===== src/rtl/seg_scan_controller.sv =====
// seg_scan_controller: self-timed multiplexer for an N-digit common-anode
// 7-segment display. It generates its own scan timing and latches the
// displayed digits once per frame. It also provides leading-zero blanking,
// per-digit decimal points and PWM brightness. All outputs are registered.
//
// state    | meaning
// ---------+---------------------------------------------------------------
// ST_PRIME | out of reset, shadow not yet loaded; first enabled cycle loads it
// ST_SCAN  | normal scanning, shadow reloads only when the index wraps to 0

module seg_scan_controller #(
    parameter int NUM_DIGITS = 4,
    parameter int DIGIT_W    = 4,
    parameter int PRESCALE   = 1000,
    parameter int BRIGHT_W   = 3
) (
    input  logic                          clk,
    input  logic                          reset_n,
    input  logic                          enable,
    input  logic [NUM_DIGITS*DIGIT_W-1:0] data,
    input  logic [NUM_DIGITS-1:0]         dp_in,
    input  logic                          blank_lz,
    input  logic [BRIGHT_W-1:0]           brightness,
    output logic [DIGIT_W-1:0]            digit,
    output logic [NUM_DIGITS-1:0]         select,
    output logic [NUM_DIGITS-1:0]         an,
    output logic [6:0]                    seg,
    output logic                          dp,
    output logic                          frame_start
);

    localparam int DW = NUM_DIGITS * DIGIT_W;
    localparam int PW = $clog2(PRESCALE);
    localparam int IW = $clog2(NUM_DIGITS);
    localparam logic [PW-1:0] PCNT_LAST = PW'(PRESCALE - 1);
    localparam logic [IW-1:0] IDX_LAST  = IW'(NUM_DIGITS - 1);

    typedef enum logic {ST_PRIME, ST_SCAN} state_t;

    state_t                  state_q, state_d;
    logic [PW-1:0]           pcnt_q, pcnt_d;
    logic [IW-1:0]           idx_q, idx_d;
    logic [DW-1:0]           shadow_q, shadow_d;
    logic [NUM_DIGITS-1:0]   sdp_q, sdp_d;
    logic [DIGIT_W-1:0]      digit_q, digit_d;
    logic [NUM_DIGITS-1:0]   select_q, select_d;
    logic [NUM_DIGITS-1:0]   an_q, an_d;
    logic [6:0]              seg_q, seg_d;
    logic                    dp_q, dp_d;
    logic                    fs_q, fs_d;

    logic [DW-1:0]           src;
    logic [NUM_DIGITS-1:0]   src_dp;
    logic [DIGIT_W-1:0]      cur_digit;
    logic [3:0]              nib;
    logic [NUM_DIGITS-1:0]   zero_from;
    logic                    zf;
    logic                    blank;
    logic                    lit;

    function automatic logic [6:0] hex7(input logic [3:0] n);
        case (n)
            4'h0: hex7 = 7'b1000000;
            4'h1: hex7 = 7'b1111001;
            4'h2: hex7 = 7'b0100100;
            4'h3: hex7 = 7'b0110000;
            4'h4: hex7 = 7'b0011001;
            4'h5: hex7 = 7'b0010010;
            4'h6: hex7 = 7'b0000010;
            4'h7: hex7 = 7'b1111000;
            4'h8: hex7 = 7'b0000000;
            4'h9: hex7 = 7'b0010000;
            4'hA: hex7 = 7'b0001000;
            4'hB: hex7 = 7'b0000011;
            4'hC: hex7 = 7'b1000110;
            4'hD: hex7 = 7'b0100001;
            4'hE: hex7 = 7'b0000110;
            default: hex7 = 7'b0001110;
        endcase
    endfunction

    generate
        if (DIGIT_W >= 4) begin : g_nib
            assign nib = cur_digit[3:0];
        end else begin : g_nib_ext
            assign nib = {{(4 - DIGIT_W){1'b0}}, cur_digit};
        end
    endgenerate

    // Data view for the slot being scanned: on the priming cycle the
    // shadow is loaded this edge, so show the incoming data directly.
    always_comb begin
        src       = (state_q == ST_PRIME) ? data  : shadow_q;
        src_dp    = (state_q == ST_PRIME) ? dp_in : sdp_q;
        cur_digit = src[idx_q*DIGIT_W +: DIGIT_W];
        zero_from = '0;
        zf        = 1'b1;
        for (int i = NUM_DIGITS - 1; i >= 0; i--) begin
            if (src[i*DIGIT_W +: DIGIT_W] != '0) begin
                zf = 1'b0;
            end
            zero_from[i] = zf;
        end
        blank = blank_lz && (idx_q != '0) && zero_from[idx_q];
        lit   = !blank && (pcnt_q[BRIGHT_W-1:0] <= brightness);
    end

    // Next-state: prescaler/index advance, frame-synchronous shadow load
    // and the registered display outputs for the current slot.
    always_comb begin
        state_d  = state_q;
        pcnt_d   = pcnt_q;
        idx_d    = idx_q;
        shadow_d = shadow_q;
        sdp_d    = sdp_q;
        digit_d  = digit_q;
        select_d = '0;
        an_d     = '1;
        seg_d    = 7'b1111111;
        dp_d     = 1'b1;
        fs_d     = 1'b0;

        if (enable) begin
            if (state_q == ST_PRIME) begin
                shadow_d = data;
                sdp_d    = dp_in;
                state_d  = ST_SCAN;
            end

            if (pcnt_q == PCNT_LAST) begin
                pcnt_d = '0;
                if (idx_q == IDX_LAST) begin
                    idx_d    = '0;
                    shadow_d = data;
                    sdp_d    = dp_in;
                    fs_d     = 1'b1;
                end else begin
                    idx_d = idx_q + 1'b1;
                end
            end else begin
                pcnt_d = pcnt_q + 1'b1;
            end

            digit_d  = cur_digit;
            select_d = NUM_DIGITS'(1) << idx_q;
            an_d     = lit ? ~select_d : '1;
            seg_d    = blank ? 7'b1111111 : hex7(nib);
            dp_d     = blank | ~src_dp[idx_q];
        end
    end

    // State and output registers with synchronous active-low reset.
    always_ff @(posedge clk) begin
        if (!reset_n) begin
            state_q  <= ST_PRIME;
            pcnt_q   <= '0;
            idx_q    <= '0;
            shadow_q <= '0;
            sdp_q    <= '0;
            digit_q  <= '0;
            select_q <= '0;
            an_q     <= '1;
            seg_q    <= 7'b1111111;
            dp_q     <= 1'b1;
            fs_q     <= 1'b0;
        end else begin
            state_q  <= state_d;
            pcnt_q   <= pcnt_d;
            idx_q    <= idx_d;
            shadow_q <= shadow_d;
            sdp_q    <= sdp_d;
            digit_q  <= digit_d;
            select_q <= select_d;
            an_q     <= an_d;
            seg_q    <= seg_d;
            dp_q     <= dp_d;
            fs_q     <= fs_d;
        end
    end

    assign digit       = digit_q;
    assign select      = select_q;
    assign an          = an_q;
    assign seg         = seg_q;
    assign dp          = dp_q;
    assign frame_start = fs_q;

endmodule


===== config.mk =====
export PLATFORM = sky130hd
export DESIGN_NAME = seg_scan_controller
export DESIGN_NICKNAME = d
export VERILOG_FILES = /design/src/rtl/seg_scan_controller.sv
export SDC_FILE = /design/constraint.sdc
export NUM_CORES = 1
export LEC_CHECK = 0
export ABC_AREA = 1
export ABC_CLOCK_PERIOD_IN_PS = 2550
export BUFFER_PORTS_ARGS = -buffer_cell sky130_fd_sc_hd__clkbuf_2
export CAP_MARGIN = 20
export CELL_PAD_IN_SITES_DETAIL_PLACEMENT = 0
export CELL_PAD_IN_SITES_GLOBAL_PLACEMENT = 2
export CORE_MARGIN = 1
export CORE_UTILIZATION = 31
export DETAILED_ROUTE_END_ITERATION = 6
export GPL_ROUTABILITY_DRIVEN = 0
export PLACE_DENSITY = 0.82
export SLEW_MARGIN = 20
export SYNTH_ARGS = -nofsm -noshare
export SYNTH_HDL_FRONTEND = slang
export SYNTH_SLANG_ARGS = --single-unit

===== constraint.sdc =====
create_clock -name clk -period 2.55 [get_ports clk]
set_clock_uncertainty 0.1 [all_clocks]
set_input_delay 0.255 -clock clk [delete_from_list [all_inputs] [get_ports clk]]
set_output_delay 0.255 -clock clk [all_outputs]
set_load 0.05 [all_outputs]

* Word-level counts from Yosys, hierarchy flattened
Memories as Yosys holds them, arrays and structs flattened. A register that Yosys moved wholly into a read port is not among the register bits. Cells that the tools add are included. W data, S select, Z words.
Word-level totals: input bits 27, memory bits (read-only) 112, memories kept 1, bits in registers 47
Operators by class: order comparisons 2, eq/ne operators 2, shifts and indexed selects 2, bitwise logic cells 5, add/sub/neg operators 2, reductions and logical operators 14, mux-type cells 17
Memories:
- (name not given) | words 16, bits a word 7, read ports 1, clocked after Yosys merged registers in 1, wr ports 0, line 62 | case (n)
Operator list (count):
- $mux W16 | 3
- $reduce_bool A4 Y1 | 4
- $shiftx A16 B5 Y4 | 1
- $mux W4 | 3
- $add A10 B1 Y10 const B | 1
- $eq A10 B10 Y1 const B | 1
- $mux W10 | 1
- $mux W1 | 7
- $reduce_and A3 Y1 | 2
- $bmux W1 S2 | 2
- $not A4 Y4 | 1
- $reduce_and A2 Y1 | 2
- $shl A1 B2 Y4 const A | 1
- $le A3 B3 Y1 | 1
- $logic_and A1 B1 Y1 | 3
- $lt A2 B3 Y1 const B | 1
- $not A1 Y1 | 3
- $reduce_or A3 Y1 | 1
- $add A2 B1 Y2 const B | 1
- $eq A2 B2 Y1 const B | 1
- $mux W2 | 1
- $reduce_bool A2 Y1 | 1
- $logic_not A1 Y1 | 1
- $or A1 B1 Y1 | 1

* Logic depth before layout (Yosys ltp)
depth after elaboration 12, mapped depth 13, depth with buffers taken out 12

* Worst setup path before layout
OpenSTA, ideal clock, no wires.
kind reg2reg, from register state_q, to register seg_q[5] (netlist: seg[5]), setup slack 0.757 ns, buffers on the path 1, arrival time 1.571 ns, library setup time 0.121 ns, cell stages (with the launch flop) 14, cell sequence dfxtp_1 -> inv_2 -> buf_6 -> nand2_1 -> nand2_1 -> nor2_1 -> nor2_1 -> nor2_2 -> inv_1 -> ha_1 -> nand2_1 -> o21ai_0 -> nand2_1 -> nand3_1
RTL lines:
- from (decl) | line 40 | state_t state_q, state_d;
- from (signal assigned) | line 167 | state_q <= state_d;
- $mux W16 | line 93 | src = (state_q == ST_PRIME) ? data : shadow_q;
- $shiftx A16 B5 Y4 | line 95 | cur_digit = src[idx_q*DIGIT_W +: DIGIT_W];
- net cur_digit[1] | line 54 | logic [DIGIT_W-1:0] cur_digit;
- to (decl) | line 48 | logic [6:0] seg_q, seg_d;
The timed path passes the listed nets, and every way through them passes these cells. The select of a mux whose other input is x is not followed. A chain may end at the register's enable or synchronous reset.

* Worst setup path after layout
from register state_q, to register seg_q[1] (netlist: seg[1])
On the way: word-level cells in the longest chain between the ends 10
RTL lines:
- $mux W16 (*) | line 93
- $reduce_bool A4 Y1 | line 99 | if (src[i*DIGIT_W +: DIGIT_W] != '0) begin
- $mux W1 (4 in a row) | line 99
- $bmux W1 S2 | line 104 | blank = blank_lz && (idx_q != '0) && zero_from[idx_q];
- $mux W1 (implied by the code) | line 104
- $logic_and A1 B1 Y1 | line 104
- $reduce_or A3 Y1 (no source line)
Mark *: on every way between the ends. The rest lies on a longest branch, timed or not. The select of a mux whose other input is x is not followed.

==> impl_metrics.env <==
export IMPL_finalNetCount=532
export IMPL_routed_wl_um=7514
export IMPL_cts_sinks=54
export IMPL_ys_seq_elements=54
export IMPL_cts_tree="built"
export IMPL_status="complete, no violations"
export IMPL_wl_per_cell_um=12.10
export IMPL_tns_ns=0
export IMPL_fin_util=0.3691
export IMPL_clk_latency_ns=0.31
export IMPL_initial_core_util=0.3212
export IMPL_area_growth_pct=14.94
export IMPL_yosysWarnings=0
export IMPL_endpoint_kind="flop"
export IMPL_root_buffer="clkbuf_8"
export IMPL_startpoint_type="flop"
export IMPL_peakVddDrop_v=0.0002281
export IMPL_fin_crit_sh=0.8651
export IMPL_dieWidth_um=100.1
export IMPL_cap_violations=0
export IMPL_syn_area_per_cell_um2=6.626
export IMPL_clkTransAtPathRegs_ns=0.10
export IMPL_path_cells="inv_2, nand2_1, nand2_1, o21ai_1, nor2_1, nor2_1, ha_1, nand3_1, nand3_1"
export IMPL_worstHoldPathType="in2reg"
export IMPL_core_area_um2=9284
export IMPL_slew_headroom=0.6581
export IMPL_vias_per_cell=4.531
export IMPL_diodes=0
export IMPL_drc_errors=0
export IMPL_leakagePower_nw=1.735
export IMPL_synth_nets=491
export IMPL_dp_cells=613
export IMPL_max_freq_mhz=453.3
export IMPL_htree_levels=2
export IMPL_rows=35
export IMPL_path_buf_inv=1
export IMPL_grt_setup_unrepaired="false"
export IMPL_fp_dieArea_um2=10010
export IMPL_slowest_delay_ns=0.44
export IMPL_cp_required_ns=2.63
export IMPL_power_density_nw_per_um2=542.3
export IMPL_setup_viol=0
export IMPL_grt_pass1_vias=2614
export IMPL_drive_gt1_frac=0.1484
export IMPL_postCtsSetupRepairBufs=0
export IMPL_yosysSeqAreaShare=0.3626
export IMPL_cts_made_buffers=5
export IMPL_io_buffers=47
export IMPL_drv_slew=0
export IMPL_crit_family="simple AND/OR/NAND/NOR gates"
export IMPL_gr_usage_all_layers=0.1628
export IMPL_die_h_um=100.1
export IMPL_drtAntennaViolNets=0
export IMPL_synth_distinct_cells=28
export IMPL_cpMaxStageDelayCell="dfxtp_1"
export IMPL_pin_count=48
export IMPL_synth_area_um2=2982
export IMPL_ctsLongestPathBuffers=2
export IMPL_cp_arrival_ns=2.29
export IMPL_stdcell_count=621
export IMPL_antenna_found_initial=0
export IMPL_drt_iter0_drc=155
export IMPL_vias=2814
export IMPL_grt_max_degree=46
export IMPL_grt_overflow=0
export IMPL_tightest_slew_ns=0.5129
export IMPL_finalPower_mw=1.858
export IMPL_grt_pass1_wl_um=12830
export IMPL_report_final_hold_viol_count=0
export IMPL_first_pass_iters=4
export IMPL_critPathKind="reg2reg"
export IMPL_cp_max_fo=20
export IMPL_synth_cells=450
export IMPL_fin_crit_ns=2.206
export IMPL_dpl_hpwl_um=5400
## flip-flops by register name, summed over array words and instances, names as in the netlist
signal,cells
frame_start,1
an,4
shadow_q,16
pcnt_q,10
select,4
digit,4
state_q,1
seg,7
dp,1
sdp_q,4
idx_q,2
## cells in the mapped netlist (all sizes together)
library cell  count  area (um2)
and2              2       12.51
nand4             2       12.51
nor3b             2       15.01
xnor2             1       8.760
nand3            44       220.2
nand2           144       550.5
o211ai           19       142.6
dfxtp            54        1081
xor2              2       17.52
a211oi            1       7.510
a21oi            17       88.84
o21bai            2       15.01
o21ai            21       105.1
nor3              4       20.02
clkbuf            7       26.28
inv              57       214.0
buf              12       87.58
nor2             45       181.4
ha               14       175.2
## worst reg2reg max path, cell delays in order (launching register included)
cell	delay, ns
dfxtp_1	0.44
inv_2	0.21
nand2_1	0.11
nand2_1	0.09
o21ai_1	0.22
nor2_1	0.06
nor2_1	0.35
ha_1	0.33
nand3_1	0.10
nand3_1	0.08
## cells by family (layout without fill, tap and decap cells)
group | count (synthesis) | after routing | share of synthesized area
AOI/OAI and AO/OA | 60 | 60 | 0.1204
xor gates and xnor gates | 3 | 3 | 0.008814
adders and majority gates | 14 | 14 | 0.05875
buffers and inverters | 76 | 118 | 0.1099
DFF | 54 | 54 | 0.3626
and+or+nand+nor | 243 | 243 | 0.3395
## cell usage in the layout (no fill, tap or decap), types with 2 or more instances in the layout
cell	synthesis	routed
o21bai_1	2	2
and2_1	2	2
nand2_2	4	4
nand2_1	140	140
nand4_1	2	2
ha_1	14	14
nand3_1	44	44
a21oi_1	16	16
o21ai_0	16	16
nor3_1	4	4
inv_1	53	53
o21ai_1	5	5
nor3b_1	2	2
inv_2	4	4
buf_4	5	6
nor2_4	1	2
xor2_1	2	2
clkbuf_8	0	5
nor2_1	42	42
dfxtp_1	54	54
clkbuf_2	0	47
o211ai_1	19	19
## final timing paths
kind	from	to	slack (ns)	cells past startpoint
setup / recovery	state_q	seg[1]	0.34	9
hold / removal	data[11]	shadow_q[11]	0.17	5
setup reg to reg	state_q	seg[1]	0.34	9
hold reg to reg	shadow_q[10]	shadow_q[10]	0.39	2
## where the power goes
group / switching [mW] / leakage, nW / total, mW / internal, mW
combinational: 0.243 / 1.23 / 0.355 / 0.112
sequential: 0.0212 / 0.444 / 0.908 / 0.886
clock: 0.301 / 0.0585 / 0.596 / 0.295
## area by class of cell
| class | count | area [um2] |
|---|---|---|
| Timing Repair Buffer | 53 | 280.3 |
| Inverter | 57 | 214.0 |
| Clock inverter | 3 | 43.79 |
| Clock buffer | 5 | 68.82 |
| Multi-Input combinational cell | 320 | 1578 |
| Fill cell | 1049 | 5857 |
| Sequential cell | 54 | 1081 |
| Tap cell | 129 | 161.4 |
## per-layer routing
metal	vias to the layer above	global-route usage	wire length [um]
met3	5	0.02855	301
met2	47	0.2806	3461
met4	0	0.03679	72
met5	-	0	0
met1	1248	0.2123	3679
li1	1514	-	-
## metrics by stage
step / hold slack [ns] / worst slack (ns) / area (um2)
floorplan: 0.3491 / 0.7575 / 2982
global placement: 0.3618 / 0.3258 / 3309
detailed placement: 0.3624 / 0.2869 / 3309
CTS: 0.1681 / 0.2767 / 3422
global route: 0.1953 / 0.06284 / 3427
finish: 0.1743 / 0.3441 / 3427
## timing repair
action                     in CTS  in global routing
setup endpoints to repair       0                  1
hold buffers                    0                  0
resized for setup               0                  1
No activity file was read; power rests on OpenSTA's default activity.
